$ cat src/rtl/pic_interrupt_sequencer_pkg.sv
// Shared types for the 8259A interrupt sequencer: FSM states, the 3-bit
// level type and the rotating-priority search helpers.
package pic_pkg;

    localparam int NUM_IRQ        = 8;
    localparam int SPURIOUS_LEVEL = 7;

    typedef logic [2:0] level_t;

    typedef enum logic [1:0] {
        IDLE = 2'd0,
        ACK1 = 2'd1,
        ACK2 = 2'd2
    } state_t;

    typedef struct packed {
        logic   found;
        level_t level;
    } pick_t;

    // Highest-priority set bit, where ptr is the lowest-priority level and
    // ptr+1 (mod 8) is the highest.
    function automatic pick_t highest_pick(input logic [NUM_IRQ-1:0] bits,
                                           input level_t             ptr);
        pick_t  r;
        level_t lvl;
        r = '0;
        for (int i = 1; i <= NUM_IRQ; i++) begin
            lvl = ptr + level_t'(i);
            if (!r.found && bits[lvl]) begin
                r.found = 1'b1;
                r.level = lvl;
            end
        end
        return r;
    endfunction

    // Priority rank of a level: 0 is the highest priority under this pointer.
    function automatic level_t prio_rank(input level_t lvl, input level_t ptr);
        return lvl - ptr - level_t'(1);
    endfunction

endpackage

$ cat src/rtl/pic_interrupt_sequencer_if.sv
// Bus between the command/data-bus logic (master) and the interrupt
// sequencer (slave).
//
// Handshake: inta is a one-cycle strobe per INTA falling edge. The first
// strobe acknowledges the request and sets ISR; the second strobe makes the
// sequencer answer with exactly one vec_valid cycle carrying vec_data. There
// is no back-pressure: the consumer must take vec_data in that cycle.
// eoi_valid is likewise a one-cycle strobe and is accepted in every state.
interface pic_interrupt_sequencer_if;
    import pic_pkg::*;

    logic [NUM_IRQ-1:0] ir;
    logic [NUM_IRQ-1:0] imr;
    logic [4:0]         vec_base;
    logic               ltim;
    logic               aeoi;
    logic               eoi_valid;
    logic               eoi_specific;
    level_t             eoi_level;
    logic               eoi_rotate;
    logic               inta;
    logic               int_out;
    logic               vec_valid;
    logic [7:0]         vec_data;
    logic [NUM_IRQ-1:0] irr;
    logic [NUM_IRQ-1:0] isr;
    state_t             state;

    modport slave (
        input  ir, imr, vec_base, ltim, aeoi, eoi_valid, eoi_specific,
               eoi_level, eoi_rotate, inta,
        output int_out, vec_valid, vec_data, irr, isr, state
    );

    modport master (
        output ir, imr, vec_base, ltim, aeoi, eoi_valid, eoi_specific,
               eoi_level, eoi_rotate, inta,
        input  int_out, vec_valid, vec_data, irr, isr, state
    );

endinterface

$ cat src/rtl/pic_interrupt_sequencer_resolver.sv
// Combinational priority resolver: picks the pending winner against the
// in-service levels (fully nested) and reports the highest in-service level
// for non-specific EOI.
module pic_priority_resolver
    import pic_pkg::*;
(
    input  logic [NUM_IRQ-1:0] req,
    input  logic [NUM_IRQ-1:0] isr,
    input  level_t             ptr,
    output logic               win_valid,
    output level_t             win_level,
    output logic               isr_valid,
    output level_t             isr_level
);

    pick_t req_pick;
    pick_t isr_pick;

    // A request wins only if strictly higher priority than every ISR level.
    always_comb begin
        req_pick  = highest_pick(req, ptr);
        isr_pick  = highest_pick(isr, ptr);
        win_level = req_pick.level;
        isr_valid = isr_pick.found;
        isr_level = isr_pick.level;
        win_valid = req_pick.found &&
                    (!isr_pick.found ||
                     (prio_rank(req_pick.level, ptr) < prio_rank(isr_pick.level, ptr)));
    end

endmodule

$ cat src/rtl/pic_interrupt_sequencer.sv
// 8259A interrupt control core: IRR capture, priority resolution, INT, the
// two-pulse INTA sequence and EOI retirement.
// Optional feature: define PIC_ROTATE_EN for rotating priority; without it
// the lowest-priority pointer is fixed at 7 and eoi_rotate is ignored.
module pic_interrupt_sequencer
    import pic_pkg::*;
(
    input  logic                      clk,
    input  logic                      rst_n,
    pic_interrupt_sequencer_if.slave  bus
);

    state_t             state_q, state_d;
    logic [NUM_IRQ-1:0] ir_q, irr_q, isr_q, irr_d, req;
    logic [NUM_IRQ-1:0] ack_mask, eoi_mask, aeoi_mask;
    level_t             lvl_q, ptr, win_level, isr_level;
    logic               spur_q, int_q, vv_q, win_valid, isr_valid;
    logic               ack1_go, ack2_go;
    logic [7:0]         vd_q;

    assign req = irr_q & ~bus.imr;

    pic_priority_resolver u_resolver (
        .req       (req),
        .isr       (isr_q),
        .ptr       (ptr),
        .win_valid (win_valid),
        .win_level (win_level),
        .isr_valid (isr_valid),
        .isr_level (isr_level)
    );

`ifdef PIC_ROTATE_EN
    level_t ptr_q;

    // Lowest-priority pointer moves to the level retired by a rotating EOI.
    always_ff @(posedge clk or negedge rst_n) begin
        if (!rst_n) begin
            ptr_q <= level_t'(7);
        end else if (bus.eoi_valid && bus.eoi_rotate && (bus.eoi_specific || isr_valid)) begin
            ptr_q <= bus.eoi_specific ? bus.eoi_level : isr_level;
        end else if (ack2_go && bus.aeoi && !spur_q && bus.eoi_rotate) begin
            ptr_q <= lvl_q;
        end
    end

    assign ptr = ptr_q;
`else
    assign ptr = level_t'(7);
`endif

    // INTA sequencing; an inta right after the vector cycle starts a new ACK1.
    always_comb begin
        state_d = state_q;
        ack1_go = 1'b0;
        ack2_go = 1'b0;
        case (state_q)
            IDLE: if (bus.inta) begin state_d = ACK1; ack1_go = 1'b1; end
            ACK1: if (bus.inta) begin state_d = ACK2; ack2_go = 1'b1; end
            ACK2: begin
                if (bus.inta) begin state_d = ACK1; ack1_go = 1'b1; end
                else          state_d = IDLE;
            end
            default: state_d = IDLE;
        endcase
    end

    // Set/clear masks for IRR and ISR; EOI target uses ISR before the ACK1 set.
    always_comb begin
        ack_mask  = '0;
        eoi_mask  = '0;
        aeoi_mask = '0;
        if (ack1_go && win_valid) ack_mask[win_level] = 1'b1;
        if (bus.eoi_valid) begin
            if (bus.eoi_specific) eoi_mask[bus.eoi_level] = 1'b1;
            else if (isr_valid)   eoi_mask[isr_level]     = 1'b1;
        end
        if (ack2_go && bus.aeoi && !spur_q) aeoi_mask[lvl_q] = 1'b1;
        if (bus.ltim) irr_d = bus.ir;
        else          irr_d = (irr_q | (bus.ir & ~ir_q)) & bus.ir;
    end

    // Registered state, request/service registers and outputs.
    always_ff @(posedge clk or negedge rst_n) begin
        if (!rst_n) begin
            state_q <= IDLE;
            ir_q    <= '1;
            irr_q   <= '0;
            isr_q   <= '0;
            lvl_q   <= level_t'(SPURIOUS_LEVEL);
            spur_q  <= 1'b0;
            int_q   <= 1'b0;
            vv_q    <= 1'b0;
            vd_q    <= '0;
        end else begin
            state_q <= state_d;
            ir_q    <= bus.ir;
            irr_q   <= irr_d & ~ack_mask;
            isr_q   <= (isr_q & ~eoi_mask & ~aeoi_mask) | ack_mask;
            int_q   <= (state_d == IDLE) && win_valid;
            vv_q    <= ack2_go;
            if (ack1_go) begin
                lvl_q  <= win_valid ? win_level : level_t'(SPURIOUS_LEVEL);
                spur_q <= !win_valid;
            end
            if (ack2_go) vd_q <= {bus.vec_base, lvl_q};
        end
    end

    assign bus.int_out   = int_q;
    assign bus.vec_valid = vv_q;
    assign bus.vec_data  = vd_q;
    assign bus.irr       = irr_q;
    assign bus.isr       = isr_q;
    assign bus.state     = state_q;

endmodule

$ cat src/flat_wrapper.sv
// flat-port wrapper written by rule: the top's interface ports become plain ports
module pic_interrupt_sequencer_flat import pic_pkg::*;
  (clk, rst_n, bus_ir, bus_imr, bus_vec_base, bus_ltim, bus_aeoi, bus_eoi_valid, bus_eoi_specific, bus_eoi_level, bus_eoi_rotate, bus_inta, bus_int_out, bus_vec_valid, bus_vec_data, bus_irr, bus_isr, bus_state);
  pic_interrupt_sequencer_if bus_i ();
  input  logic clk;
  input  logic rst_n;
  input wire logic [$bits(bus_i.ir)-1:0] bus_ir;
  input wire logic [$bits(bus_i.imr)-1:0] bus_imr;
  input wire logic [$bits(bus_i.vec_base)-1:0] bus_vec_base;
  input wire logic [$bits(bus_i.ltim)-1:0] bus_ltim;
  input wire logic [$bits(bus_i.aeoi)-1:0] bus_aeoi;
  input wire logic [$bits(bus_i.eoi_valid)-1:0] bus_eoi_valid;
  input wire logic [$bits(bus_i.eoi_specific)-1:0] bus_eoi_specific;
  input wire logic [$bits(bus_i.eoi_level)-1:0] bus_eoi_level;
  input wire logic [$bits(bus_i.eoi_rotate)-1:0] bus_eoi_rotate;
  input wire logic [$bits(bus_i.inta)-1:0] bus_inta;
  output wire logic [$bits(bus_i.int_out)-1:0] bus_int_out;
  output wire logic [$bits(bus_i.vec_valid)-1:0] bus_vec_valid;
  output wire logic [$bits(bus_i.vec_data)-1:0] bus_vec_data;
  output wire logic [$bits(bus_i.irr)-1:0] bus_irr;
  output wire logic [$bits(bus_i.isr)-1:0] bus_isr;
  output wire logic [$bits(bus_i.state)-1:0] bus_state;
  assign bus_i.ir = bus_ir;
  assign bus_i.imr = bus_imr;
  assign bus_i.vec_base = bus_vec_base;
  assign bus_i.ltim = bus_ltim;
  assign bus_i.aeoi = bus_aeoi;
  assign bus_i.eoi_valid = bus_eoi_valid;
  assign bus_i.eoi_specific = bus_eoi_specific;
  assign bus_i.eoi_level = bus_eoi_level;
  assign bus_i.eoi_rotate = bus_eoi_rotate;
  assign bus_i.inta = bus_inta;
  assign bus_int_out = bus_i.int_out;
  assign bus_vec_valid = bus_i.vec_valid;
  assign bus_vec_data = bus_i.vec_data;
  assign bus_irr = bus_i.irr;
  assign bus_isr = bus_i.isr;
  assign bus_state = bus_i.state;
  pic_interrupt_sequencer u_core (.clk(clk), .rst_n(rst_n), .bus(bus_i));
endmodule
$ cat config.mk
export PLATFORM = sky130hd
export DESIGN_NAME = pic_interrupt_sequencer_flat
export DESIGN_NICKNAME = d
export VERILOG_FILES = /design/src/rtl/pic_interrupt_sequencer_pkg.sv /design/src/rtl/pic_interrupt_sequencer_if.sv /design/src/rtl/pic_interrupt_sequencer_resolver.sv /design/src/rtl/pic_interrupt_sequencer.sv /design/src/flat_wrapper.sv
export SDC_FILE = /design/constraint.sdc
export NUM_CORES = 1
export LEC_CHECK = 0
export CAP_MARGIN = 25
export CORE_MARGIN = 5
export CORE_UTILIZATION = 65
export CTS_BUF_LIST = sky130_fd_sc_hd__clkbuf_4 sky130_fd_sc_hd__clkbuf_8
export DETAILED_ROUTE_END_ITERATION = 6
export DONT_BUFFER_PORTS = 1
export HOLD_SLACK_MARGIN = 0.02
export PLACE_DENSITY = 0.83
export SLEW_MARGIN = 40
export SYNTH_ARGS = -nofsm -noshare
export SYNTH_HDL_FRONTEND = slang
export SYNTH_SLANG_ARGS = --single-unit
$ cat constraint.sdc
create_clock -name clk -period 2.49 [get_ports clk]
set_input_delay 0 -clock clk [delete_from_list [all_inputs] [get_ports clk]]
set_output_delay 0 -clock clk [all_outputs]
set_load 0.1 [all_outputs]
* Word level (Yosys, flattened, before mapping)
Index checks and enable logic that the tools add are counted.
** Cells by class
- Order comparisons :: 9
- Reduce and logical (&&, ||, !) cells :: 44
- Muxes and demuxes :: 38
- Eq/ne operators :: 2
- Bitwise gates (word level) :: 13
- $add $sub $neg :: 4
** Operator list (number)
- 4-bit two-way mux :: 16
- 8-bit bitwise AND :: 6
- 8-bit two-way mux :: 6
- 8-bit inverter :: 5
- 1-bit logical AND :: 23
- 1-bit logical NOT :: 17
- 3-bit by 4-bit less-than comparator with 1-bit output, second input constant :: 4
- 8-bit OR :: 2
- 1-bit demux with 3-bit select :: 4
- 3-bit by 1-bit greater-or-equal comparator with 1-bit output, second input constant :: 4
- 1-bit two-way mux :: 8
- 2-bit case mux with 3 select lines :: 1
- 3-bit by 1-bit subtractor with 3-bit output, second input constant :: 2
- 3-bit subtractor, second input constant :: 2
- 2-bit logical NOT :: 2
- 2-bit two-way mux :: 2
- 3-bit less-than comparator :: 1
- 3-bit two-way mux :: 1
- 2-bit by 1-bit equality test with 1-bit output, second input constant :: 1
- 2-bit equality test, second input constant :: 1
- 2-bit OR reduction :: 1
- 1-bit logical OR :: 1
** Storage, ports and cells
- Output and inout bits :: 28
- Logic and storage cells :: 119
- Register bits :: 40

* Depth between registers and ports, before layout
Gate-level depths: netlist (run 1).
- Word-level depth :: 33
- Gate-level depth with buffers :: 10

* Hierarchy
A second synthesis (run 1) with hierarchy kept.
** Second synthesis, totals
- Cells, all modules :: 386
- Area total of the unflattened synthesis :: 3846.2 µm²
** By module, submodules not included
- pic_priority_resolver :: cells each 232, area each 2108.3 µm², times used 1
- pic_interrupt_sequencer :: cells each 154, area each 1737.9 µm², times used 1

* Worst setup path before layout (run 1)
OpenSTA, ideal clock, no wires.
- Kind :: register to register
- Start :: reg u_core.isr_q[0] (netlist: u_core.bus.isr[0])
- End :: reg u_core.irr_q[2] (netlist: u_core.bus.irr[2])
- Arrival :: 2.677 ns
- Cell stages (with the launch flop) :: 9
- Path slack :: -0.307 ns
- Setup time :: 0.120 ns
- Buffers on the path :: 0
- Required time :: 2.370 ns
- Cells stage by stage :: dfrtp_1 nor4_4 o211ai_1 and2_1 ha_1 o21a_1 nand2b_4 or4_1 o211a_1
** Between the ends
- Word-level cells in the longest chain between the ends :: 31
** Ends and longest elaborated chain
- from (decl) :: line pic_interrupt_sequencer.sv:14 : logic [NUM_IRQ-1:0] ir_q, irr_q, isr_q, irr_d, req;
- from (signal assigned) :: line pic_interrupt_sequencer.sv:99 : isr_q <= (isr_q & ~eoi_mask & ~aeoi_mask) | ack_mask;
- 4-bit two-way mux * :: line pic_interrupt_sequencer_pkg.sv:30 : if (!r.found && bits[lvl]) begin
- 1-bit logical NOT :: line pic_interrupt_sequencer_pkg.sv:30
- 1-bit logical AND :: line pic_interrupt_sequencer_pkg.sv:30
- 4-bit two-way mux * :: line pic_interrupt_sequencer_pkg.sv:30
- 1-bit logical NOT :: line pic_interrupt_sequencer_pkg.sv:30
- 1-bit logical AND :: line pic_interrupt_sequencer_pkg.sv:30
- 4-bit two-way mux * :: line pic_interrupt_sequencer_pkg.sv:30
- 1-bit logical NOT :: line pic_interrupt_sequencer_pkg.sv:30
- (+15 left out)
- 3-bit by 1-bit subtractor with 3-bit output :: line pic_interrupt_sequencer_pkg.sv:40 : return lvl - ptr - level_t'(1);
- 3-bit less-than comparator :: line pic_interrupt_sequencer_resolver.sv:28 : (prio_rank(req_pick.level, ptr) < prio_rank(isr_pick.level, ptr)));
- 1-bit logical OR * :: line pic_interrupt_sequencer_resolver.sv:27 : (!isr_pick.found ||
- 1-bit logical AND * :: line pic_interrupt_sequencer_resolver.sv:26 : win_valid = req_pick.found &&
- 1-bit logical AND * :: line pic_interrupt_sequencer.sv:73 : if (ack1_go && win_valid) ack_mask[win_level] = 1'b1;
- 8-bit two-way mux * :: line pic_interrupt_sequencer.sv:73
- 8-bit inverter * :: line pic_interrupt_sequencer.sv:98 : irr_q <= irr_d & ~ack_mask;
- 8-bit bitwise AND * :: line pic_interrupt_sequencer.sv:98
- to (signal assigned) :: line pic_interrupt_sequencer.sv:98
- to (decl) :: line pic_interrupt_sequencer.sv:14
Every way passes the cells marked *; elsewhere a longest branch is shown, timed or not.
A chain may end at the register's enable or synchronous reset.

* Worst setup path in the final report (run 1)
- Start :: reg u_core.isr_q[3] (netlist: u_core.bus.isr[3])
- End :: reg u_core.isr_q[6] (netlist: u_core.bus.isr[6])
** Between the ends
- Word-level cells in the longest chain between the ends :: 25
** Ends and longest elaborated chain (line)
- 1-bit logical AND * :: pic_interrupt_sequencer_pkg.sv:30
- 4-bit two-way mux * :: pic_interrupt_sequencer_pkg.sv:30
- 1-bit logical NOT :: pic_interrupt_sequencer_pkg.sv:30
- 1-bit logical AND :: pic_interrupt_sequencer_pkg.sv:30
- 4-bit two-way mux * :: pic_interrupt_sequencer_pkg.sv:30
- 1-bit logical NOT :: pic_interrupt_sequencer_pkg.sv:30
- 1-bit logical AND :: pic_interrupt_sequencer_pkg.sv:30
- 4-bit two-way mux * :: pic_interrupt_sequencer_pkg.sv:30
- 1-bit logical NOT :: pic_interrupt_sequencer_pkg.sv:30
- 1-bit logical AND :: pic_interrupt_sequencer_pkg.sv:30
- 4-bit two-way mux * :: pic_interrupt_sequencer_pkg.sv:30
- 1-bit logical NOT :: pic_interrupt_sequencer_pkg.sv:30
- 1-bit logical AND :: pic_interrupt_sequencer_pkg.sv:30
- 4-bit two-way mux * :: pic_interrupt_sequencer_pkg.sv:30
- branches (longest 10 deep; another with 3-bit subtractor)
- 8-bit OR * :: pic_interrupt_sequencer.sv:99
Every way passes the cells marked *.

==> metrics.txt, run 1 <==
Area after DPL between 2000 and 2500 sq um; Fmax approximately 0.39 GHz; power share of the clock group 0.119; post-synthesis compound-gate area fraction 0.188; Clock Tree Root clkbuf_4; fin area between 2000 and 3000 sq um; crit path cell chain buf_4 -> o21ai_0 -> and2_1 -> o211ai_1 -> nor3b_4 -> buf_6 -> a32o_1; Setup WS post-layout -0.0641 ns; multiplexer share of the synthesized area 0; Sw Share 0.560; Worst Path Max Fanout 6; cell count after synthesis 224; nets@finish 320; Worst-Skew Late Latency 0.36 ns; core area slightly above 3000 sq um; NetSw 2.37 mW; main combinational cell family by area after synthesis simple AND/OR/NAND/NOR gates; H-tree depth 2; Syn. warnings 0; detailed router's first-iteration violation count 472; Post-route DRC 16; async set or reset register ratio after synthesis 1.00; Clock transition at path regs 0.13 ns; drt first pass iters 7; Total Power roughly 4.2 mW; synth unique cells 49; area grow syn2layout 35.7%; setup repair after global routing missed its margin yes; first-pass GRT wire length 11.2 mm; Worst Setup Start Kind flip-flop; Placement Rows 20; Sink Count 40; post-DR vias/cell 7.46; cell accounting for the most synthesized area dfrtp_1; Synthesized Nets 257; Crit path largest cell delay 0.68 ns; pwr/cell area 1470 nW/um^2; max_slew headroom 0.412; pre-CTS setup slack 0.0710 ns; Synth Area in XOR/XNOR 0; hpwl dp 4.23 mm; setup TNS -0.244 ns; sequential fraction of the synthesis area 0.480; final core utilization 0.933; Post-Synth Adder-Cell Area 0.00592; die area about 4500 sq um; Peak VDD IR 1230 uV; sequential share of power 0.263; Crit path arrival time 2.81 ns; Num CTS Buffers 5; Post-synth EDFFs 0; non-filler instance count after layout 332; CP Data Required Time 2.75 ns; share of layout cells above drive strength 1 0.330; Via Count 2,477; combinational share of power 0.618; Reg2Reg Launch Point u_core.bus.isr[3]; top cells by area, synth dfrtp_1 34%, dfstp_2 14%, nand2_1 8.3%, nand2b_1 3.6%, nor2_1 3.6%; vias in the first global route around 2,400; routed wire length a little under 9 mm; Synth Cell Area 2110 sq um; Hold Violations, Final 0; initial antenna violation count 0; CTS tree built; maximum clock insertion buffer count 2; I/O Buffers 0; crit path buf inv count 2; crit end category flip-flop; HP Class input pin to flip-flop; hold_ws 0.0608 ns; Internal Pwr Total 1.86 mW; Clock Skews 0.0131 ns; Yosys reg bits 40; Worst path top cell family by delay compound AO/OA/AOI/OAI gates; post-synth top area share 0.343; max-cap violations 0; largest net degree at the start of global routing 41; placed insts between 200 and 300; Setup CP Type flip-flop to flip-flop; status finished with violations; RePlAce Congestion 0.953; hold_sp bus_eoi_specific; Initial Util 0.687; endpoints failing setup 7; ys flop type dfrtp_1; antenna-violating nets left 0; final critical-path share of the clock period 1.03; ant diodes 0; WL/cell about 26 microns; CP max-delay cell o21ai_0; I/O pins 60; failing checks design-rule violations, negative setup slack; All-Layer GR Usage 0.343; actual slew at the worst max-slew pin 0.882 ns; CP startpoint u_core.bus.isr[3]; max-slew violations 0; Mapped Avg Cell Area 9.44 sq um; Leak 1.23 nW; grt ovf 0; Die W 67.0 microns; area share of and/or/nand/nor cells after synthesis 0.305; die height 67.0 microns; clock period minus worst slack 2.55 ns
-- timing repair --
item                       4_1_cts  5_1_grt
setup endpoints to repair        0       16
buffers inserted                 0        3
hold endpoints to repair        75        0
resized for setup                0        9
hold buffers                    23        0
-- metal layers --
layer	track usage	wire (microns)	vias to the layer above	share of wire
met5	0	0	-	0
met4	0.144	741	0	0.086
met3	0.106	1270	100	0.15
met2	0.609	3910	300	0.45
met1	0.373	2730	1152	0.32
li1	-	-	925	-
-- worst min-delay path: stages --
cell and delay, ns:
nor4_1 0.03, o21ai_0 0.19, a32o_1 0.17
-- path summary, 6_finish.rpt --
kind / endpoint / slack (ns) / cells after the start
min in group asynchronous: u_core.bus.irr[1] / 0.08 / 2
hold / removal: u_core.bus.isr[1] / 0.06 / 3
hold reg to reg: u_core.spur_q / 0.55 / 1
max in group asynchronous: u_core.lvl_q[0] / 2.13 / 2
setup reg to reg: u_core.bus.isr[6] / -0.06 / 7
setup / recovery: u_core.bus.isr[6] / -0.06 / 7
-- area by class of cell --
class | instances | area (sq um)
clock buffer | 7 | 65.1
clock inverter | 1 | 30.0
fill | 108 | 208
inverter | 6 | 22.5
multi-input combinational | 173 | 1120
sequential | 40 | 1050
tap | 44 | 55.1
timing repair buffer | 61 | 529
-- logic make-up (layout without fill, tap and decap cells) --
logic type / Yosys count / after routing
simple gates: 119 / 119
compound gates: 53 / 53
flops: 40 / 40
buf+inv: 11 / 75
fa+ha+maj: 1 / 1
-- Yosys cell counts (2+ instances only) --
master,count
nand2_1,47
dfrtp_1,29
nor2_1,20
nand2b_1,12
dfstp_2,11
a21oi_1,10
o21ai_0,10
nor2b_1,6
nor3_1,6
a32o_1,5
inv_1,5
nor4_1,4
o22ai_1,4
a21o_1,3
and2_1,3
clkbuf_1,3
nand3_1,3
nand3b_1,3
o21a_1,3
o32a_1,3
buf_2,2
nor3b_2,2
nor4_4,2
o211ai_1,2
o31ai_1,2
-- layout by cell type (no fill, tap or decap), types with 6 or more instances in the layout --
| cell | count |
|---|---|
| nor3_1 | 6 |
| nand2_1 | 47 |
| dfrtp_4 | 6 |
| o21ai_0 | 9 |
| nand2b_1 | 12 |
| dfstp_2 | 11 |
| dlygate4sd3_1 | 22 |
| buf_4 | 37 |
| dfrtp_1 | 16 |
| a21oi_1 | 9 |
| dfrtp_2 | 7 |
| nor2_1 | 20 |
-- power by group through the flow --
stage	Sequential [mW]	Clock [mW]	Combinational, mW
after detailed placement	1.08	0	2.24
after global routing	1.12	0.524	2.68
after CTS	1.07	0.486	2.30
after global placement	1.07	0	2.19
after floorplan	1.98	0	0.838
final	1.11	0.504	2.62
-- flip-flops by register name, summed over array words and instances, names as in the netlist --
| name | flops |
|---|---|
| u_core.bus.irr | 8 |
| u_core.bus.int_out | 1 |
| u_core.bus.vec_data | 8 |
| u_core.bus.vec_valid | 1 |
| u_core.bus.state | 2 |
| u_core.bus.isr | 8 |
| u_core.lvl_q | 3 |
| u_core.spur_q | 1 |
| u_core.ir_q | 8 |
(Power assumes the default switching activity.)
==> run 2, diff against run 1 <==
--- a/config.mk
+++ b/config.mk
@@ -6,13 +6,15 @@
 export NUM_CORES = 1
 export LEC_CHECK = 0
 export CAP_MARGIN = 25
+export CELL_PAD_IN_SITES_DETAIL_PLACEMENT = 1
+export CELL_PAD_IN_SITES_GLOBAL_PLACEMENT = 1
 export CORE_MARGIN = 5
-export CORE_UTILIZATION = 65
+export CORE_UTILIZATION = 49
 export CTS_BUF_LIST = sky130_fd_sc_hd__clkbuf_4 sky130_fd_sc_hd__clkbuf_8
 export DETAILED_ROUTE_END_ITERATION = 6
 export DONT_BUFFER_PORTS = 1
 export HOLD_SLACK_MARGIN = 0.02
-export PLACE_DENSITY = 0.83
+export PLACE_DENSITY = 0.84
 export SLEW_MARGIN = 40
 export SYNTH_ARGS = -nofsm -noshare
 export SYNTH_HDL_FRONTEND = slang
==> run 2 against run 1 <==
The run ends with negative setup slack left. Non-clock buffer count is the same. Sequential power is essentially flat. Flip-flop and latch count is the same. Clock power shrank 9.7%. Via count shrank 8.7%. Largest cell class unchanged. Largest power group unchanged.
==> metrics.txt, run 2 (same netlist as run 1, synthesis figures left out) <==
CTS tree built; post-DR vias/cell 6.69; final core utilization 0.703; Worst-Skew Late Latency 0.31 ns; max-slew violations 0; Clock Skews 0.0150 ns; I/O pins 60; area grow syn2layout 35.8%; share of layout cells above drive strength 1 0.351; Initial Util 0.517; nets@finish 320; status finished with violations; Worst Path Max Fanout 5; Worst Setup Start Kind flip-flop; H-tree depth 2; fill count around 440; final critical-path share of the clock period 1.04; Num CTS Buffers 5; hpwl dp 5.08 mm; die area 5730 sq um; largest net degree at the start of global routing 41; antenna-violating nets left 0; Sink Count 40; Fmax a little under 0.4 GHz; Die W 75.7 microns; Peak VDD IR between 1000 and 1500 uV; first-pass GRT wire length 12.2 mm; detailed router's first-iteration violation count 302; CP Data Required Time between 2 and 3 ns; core area between 4000 and 5000 sq um; RePlAce Congestion approximately 0.88; most frequent cells in the layout 47 x nand2_1, 40 x buf_4, 20 x nor2_1, 19 x dlygate4sd3_1, 16 x dfrtp_1; I/O Buffers 0; grt ovf 0; max-cap violations 0; failing checks negative setup slack; Clock Tree Root clkbuf_8; Post-route DRC 0; routed wire length 9.54 mm; All-Layer GR Usage 0.291; clock period minus worst slack 2.58 ns; Hold Violations, Final 0; max_slew headroom 0.407; Setup CP Type flip-flop to flip-flop; pwr/cell area 1480 nW/um^2; vias in the first global route between 2,000 and 2,500; Crit path arrival time 2.77 ns; ant diodes 0; HP Class input pin to flip-flop; crit end category flip-flop; Setup WS post-layout -0.0905 ns; endpoints failing setup 9; setup repair after global routing missed its margin yes; Clock transition at path regs 0.09 ns; die height ~76 microns; Placement Rows 23; WL/cell 28.2 microns; Total Power approximately 4.3 mW; Via Count 2,261; commonest non-fill, non-tap cell in the layout nand2_1; hold_ws 0.0671 ns; drt first pass iters 5; maximum clock insertion buffer count 2; actual slew at the worst max-slew pin 0.890 ns; Leak 1.23 nW; initial antenna violation count 0
[run 2: per-layer routing]
layer	track usage	vias up	routed length, microns
met5	0	-	0
met3	0.0792	48	935
met2	0.510	152	4760
met1	0.347	1131	3400
li1	-	930	-
met4	0.0932	0	444
[run 2: area by class of cell]
cell class | count | area, sq um | share of cell area
repair buffers | 61 | 522 | 0.182
clock buffers | 5 | 68.8 | 0.0240
multi-input cells | 173 | 1130 | 0.394
well taps | 50 | 62.6 | 0.0218
clock inverters | 3 | 18.8 | 0.00654
inverters | 6 | 22.5 | 0.00784
flip-flops and latches | 40 | 1050 | 0.364
[run 2: repair_timing]
| action | CTS | global route |
|---|---|---|
| cloned | 0 | 0 |
| endpoints found under the setup margin | 5 | 20 |
| resized for setup | 3 | 9 |
| endpoints found under the hold margin | 71 | 1 |
| buffers inserted | 0 | 5 |
| pin swaps | 1 | 7 |
| hold buffers | 19 | 1 |
[run 2: path summary, 6_finish.rpt]
path	slack [ns]	cells after the start	start	end
max	-0.09	6	u_core.bus.isr[3]	u_core.bus.isr[1]
min	0.07	3	bus_inta	u_core.lvl_q[0]
max reg2reg	-0.09	6	u_core.bus.isr[3]	u_core.bus.isr[1]
min reg2reg	0.55	1	u_core.spur_q	u_core.spur_q
max in group asynchronous	2.07	2	rst_n	u_core.lvl_q[1]
min in group asynchronous	0.14	2	rst_n	u_core.bus.irr[1]
[run 2: worst max-delay path: stages, from the launching register on]
cell	delay, ns
dfrtp_4	0.49
buf_4	0.26
o21ai_0	0.64
nand2_1	0.22
nor4_1	0.37
o21ai_0	0.19
a32o_1	0.29
[run 2: power by group]
part	internal, mW	total, mW	leakage [nW]	switching, mW
Clock	0.196	0.455	0.0479	0.259
Sequential	0.858	1.09	0.461	0.232
Combinational	0.762	2.71	0.724	1.95
Total	1.82	4.25	1.23	2.44
[run 2: per-stage QoR]
stage | setup WS (ns) | std cells | cell area, sq um | TNS [ns]
finish | -0.0905 | 338 | 2870 | -0.356
global route | -0.174 | 338 | 2870 | -1.00
CTS | -0.0443 | 332 | 2780 | -0.0443
detailed placement | -0.0438 | 305 | 2480 | -0.0438
global placement | 0.0763 | 305 | 2480 | 0
floorplan | -0.0267 | 224 | 2180 | -0.0267
==> run 3, diff against run 2 <==
--- a/config.mk
+++ b/config.mk
@@ -15,6 +15,7 @@
 export DONT_BUFFER_PORTS = 1
 export HOLD_SLACK_MARGIN = 0.02
 export PLACE_DENSITY = 0.84
+export SETUP_SLACK_MARGIN = 0.4
 export SLEW_MARGIN = 40
 export SYNTH_ARGS = -nofsm -noshare
 export SYNTH_HDL_FRONTEND = slang
==> run 3 against run 2 <==
Synthesized area is the same. Synthesized cell count unchanged. The run now fails in clock tree synthesis.
==> metrics.txt, run 3 <==
status stopped before the end; stage where the flow stopped clock tree synthesis; stop err [ERROR DPL-0033] detailed placement checks failed during check placement.; Num CTS Buffers 5; I/O Buffers 0; most frequent cell after synthesis nand2_1; sequential fraction of the synthesis area 0.480; die height 75.7 microns; post-CTS setup buffers 16; I/O pins 60; Placement Rows 23; Die W 75.7 microns; synth unique cells 49; Yosys reg bits 40; async set or reset register ratio after synthesis 1.00; Synth Cell Area 2110 sq um; maximum clock insertion buffer count 2; top cells by area, synth dfrtp_1 34%, dfstp_2 14%, nand2_1 8.3%, nand2b_1 3.6%, nor2_1 3.6%; H-tree depth 2; Hold Buf Count CTS 19; Clock Tree Root clkbuf_8; placed insts 304; CTS resizes 30; Post-synth EDFFs 0; Synthesized Nets 257; Mapped Avg Cell Area around 9.4 sq um; post-synth top area share 0.343; RePlAce Congestion roughly 0.9; Sink Count 40; Initial Util 0.517; cell accounting for the most synthesized area dfrtp_1; cell count after synthesis 224; ys flop type dfrtp_1; top cells by count, synth 47 x nand2_1, 29 x dfrtp_1, 20 x nor2_1, 12 x nand2b_1, 11 x dfstp_2; hpwl dp 5.06 mm; Syn. warnings 0
run 3: logic make-up after synthesis:
family,count (synthesis),synth area share
and+or+nand+nor,119,0.305
AOI/OAI and AO/OA,53,0.188
DFF,40,0.480
buffers and inverters,11,0.0207
adders and majority gates,1,0.00592
run 3: per-stage QoR:
stage	cell area (sq um)	TNS, ns	setup WS (ns)	utilization	hold WS (ns)
global placement	2470	0	0.0695	0.606	-0.294
floorplan	2180	-0.0267	-0.0267	-	-0.296
detailed placement	2470	-0.0698	-0.0435	0.606	-0.294
==> run 4, diff against run 3 <==
--- a/config.mk
+++ b/config.mk
@@ -6,16 +6,11 @@
 export NUM_CORES = 1
 export LEC_CHECK = 0
 export CAP_MARGIN = 25
-export CELL_PAD_IN_SITES_DETAIL_PLACEMENT = 1
-export CELL_PAD_IN_SITES_GLOBAL_PLACEMENT = 1
 export CORE_MARGIN = 5
-export CORE_UTILIZATION = 49
-export CTS_BUF_LIST = sky130_fd_sc_hd__clkbuf_4 sky130_fd_sc_hd__clkbuf_8
+export CORE_UTILIZATION = 40
 export DETAILED_ROUTE_END_ITERATION = 6
 export DONT_BUFFER_PORTS = 1
-export HOLD_SLACK_MARGIN = 0.02
-export PLACE_DENSITY = 0.84
-export SETUP_SLACK_MARGIN = 0.4
+export PLACE_DENSITY_LB_ADDON = 0.15
 export SLEW_MARGIN = 40
 export SYNTH_ARGS = -nofsm -noshare
 export SYNTH_HDL_FRONTEND = slang
==> run 4 against run 3 <==
The flow now finishes without violations.
==> metrics.txt, run 4 (same netlist as run 1, synthesis figures left out) <==
status finished, final reports clean; Clock Skews 0.00655 ns; Worst Path Max Fanout 5; footprint of the multi-input gates 1110 sq um; max-slew violations 0; vias in the first global route between 1,500 and 2,000; Die W ~83 microns; first-pass GRT wire length roughly 9 mm; most frequent cells in the layout 47 x nand2_1, 40 x buf_4, 20 x nor2_1, 18 x dlygate4sd3_1, 15 x dfrtp_1; core area 5110 sq um; post-DR vias/cell 5.34; I/O Buffers 0; HP Class input pin to flip-flop; detailed router's first-iteration violation count 162; Internal Pwr Total 1.90 mW; Crit path arrival time 2.61 ns; R2R Setup Slk 0.07 ns; WL/cell 16.0 microns; Clock Tree Root clkbuf_8; setup TNS 0 ns; Leak 1.23 nW; Post-route DRC 0; All-Layer GR Usage 0.175; hpwl dp between 4 and 5 mm; Setup WS post-layout 0.0687 ns; RePlAce Congestion 0.896; fill count 485; clock period minus worst slack 2.42 ns; sequential share of power 0.261; Setup CP Type flip-flop to flip-flop; Fmax about 0.41 GHz; final core utilization 0.566; final critical-path share of the clock period 0.972; Peak VDD IR 724 uV; antenna-violating nets left 0; endpoints failing setup 0; Clock transition at path regs 0.08 ns; power share of the clock group 0.134; Worst-Skew Late Latency roughly 0.30 ns; Hold Violations, Final 0; largest net degree at the start of global routing 41; Reg2Reg Launch Point u_core.bus.isr[0]; combinational share of power 0.605; NetSw between 2 and 2.5 mW; drt first pass iters 4; Total Power slightly above 4 mW; max_slew headroom 0.415; area grow syn2layout 36.7%; I/O pins 60; Initial Util 0.414; grt ovf 0; Sw Share 0.528; maximum clock insertion buffer count 2; Worst Setup Start Kind flip-flop; Placement Rows 26; pre-CTS setup slack 0.0709 ns; routed wire length 5.72 mm; CP Data Required Time about 2.7 ns; H-tree depth 2; Via Count approximately 1,900; max-cap violations 0; CTS tree built; hold_sp bus_eoi_specific; initial antenna violation count 0; actual slew at the worst max-slew pin 0.878 ns; nets@finish roughly 320; CP startpoint u_core.bus.isr[0]; Num CTS Buffers 5; share of layout cells above drive strength 1 0.338; commonest non-fill, non-tap cell in the layout nand2_1; storage element area 1050 sq um; crit end category flip-flop; Sink Count 40; die height 82.7 microns; ant diodes 0; pwr/cell area 1390 nW/um^2; die area 6840 sq um
[run 4: worst paths after layout]
check | end | depth (start not counted)
worst max register to register | u_core.bus.irr[2] | 8
min in group asynchronous | u_core.bus.vec_data[0] | 2
worst min-delay path | u_core.bus.isr[6] | 3
max in group asynchronous | u_core.ir_q[3] | 2
worst min register to register | u_core.bus.vec_data[5] | 2
worst max-delay path | u_core.bus.irr[2] | 8
[run 4: layout make-up]
cell class | instances | share of cell area
Multi-Input combinational cell | 173 | 0.383
Sequential cell | 40 | 0.362
Timing Repair Buffer | 60 | 0.177
Tap cell | 70 | 0.0303
Clock buffer | 5 | 0.0238
Clock inverter | 3 | 0.0160
Inverter | 6 | 0.00779
[run 4: what timing repair did]
action	in CTS	in global routing
resized for setup	0	7
endpoints found under the setup margin	0	9
hold endpoints to repair	71	0
hold buffers	19	0
buffers inserted	0	4
[run 4: per-stage QoR]
stage               instance area (sq um)  std cells  hold slack, ns
floorplan                            2180        224          -0.296
global placement                     2510        326          -0.294
detailed placement                   2510        326          -0.294
CTS                                  2830        353          0.0327
global route                         2890        357          0.0339
finish                               2890        357          0.0446
[run 4: per-layer routing]
layer / GRT usage / part of all wire
met1: 0.225 / 0.43
met5: 0 / 0
met2: 0.277 / 0.47
met4: 0.0556 / 0.014
met3: 0.0586 / 0.086
[run 4: worst max-delay path: stages (launching register included)]
cell and delay, ns:
dfrtp_4 0.50, nor4_4 0.35, o211ai_1 0.18, and2_4 0.20, ha_4 0.15, o21a_1 0.12
nand2b_4 0.17, or4_4 0.42, o211a_1 0.23
[run 4: power by group through the flow]
stage / Combinational, mW / Sequential, mW / Clock, mW
floorplan: 0.838 / 1.98 / 0
global placement: 2.29 / 1.05 / 0
detailed placement: 2.30 / 1.06 / 0
CTS: 2.35 / 1.05 / 0.558
global route: 2.58 / 1.07 / 0.597
finish: 2.44 / 1.05 / 0.540
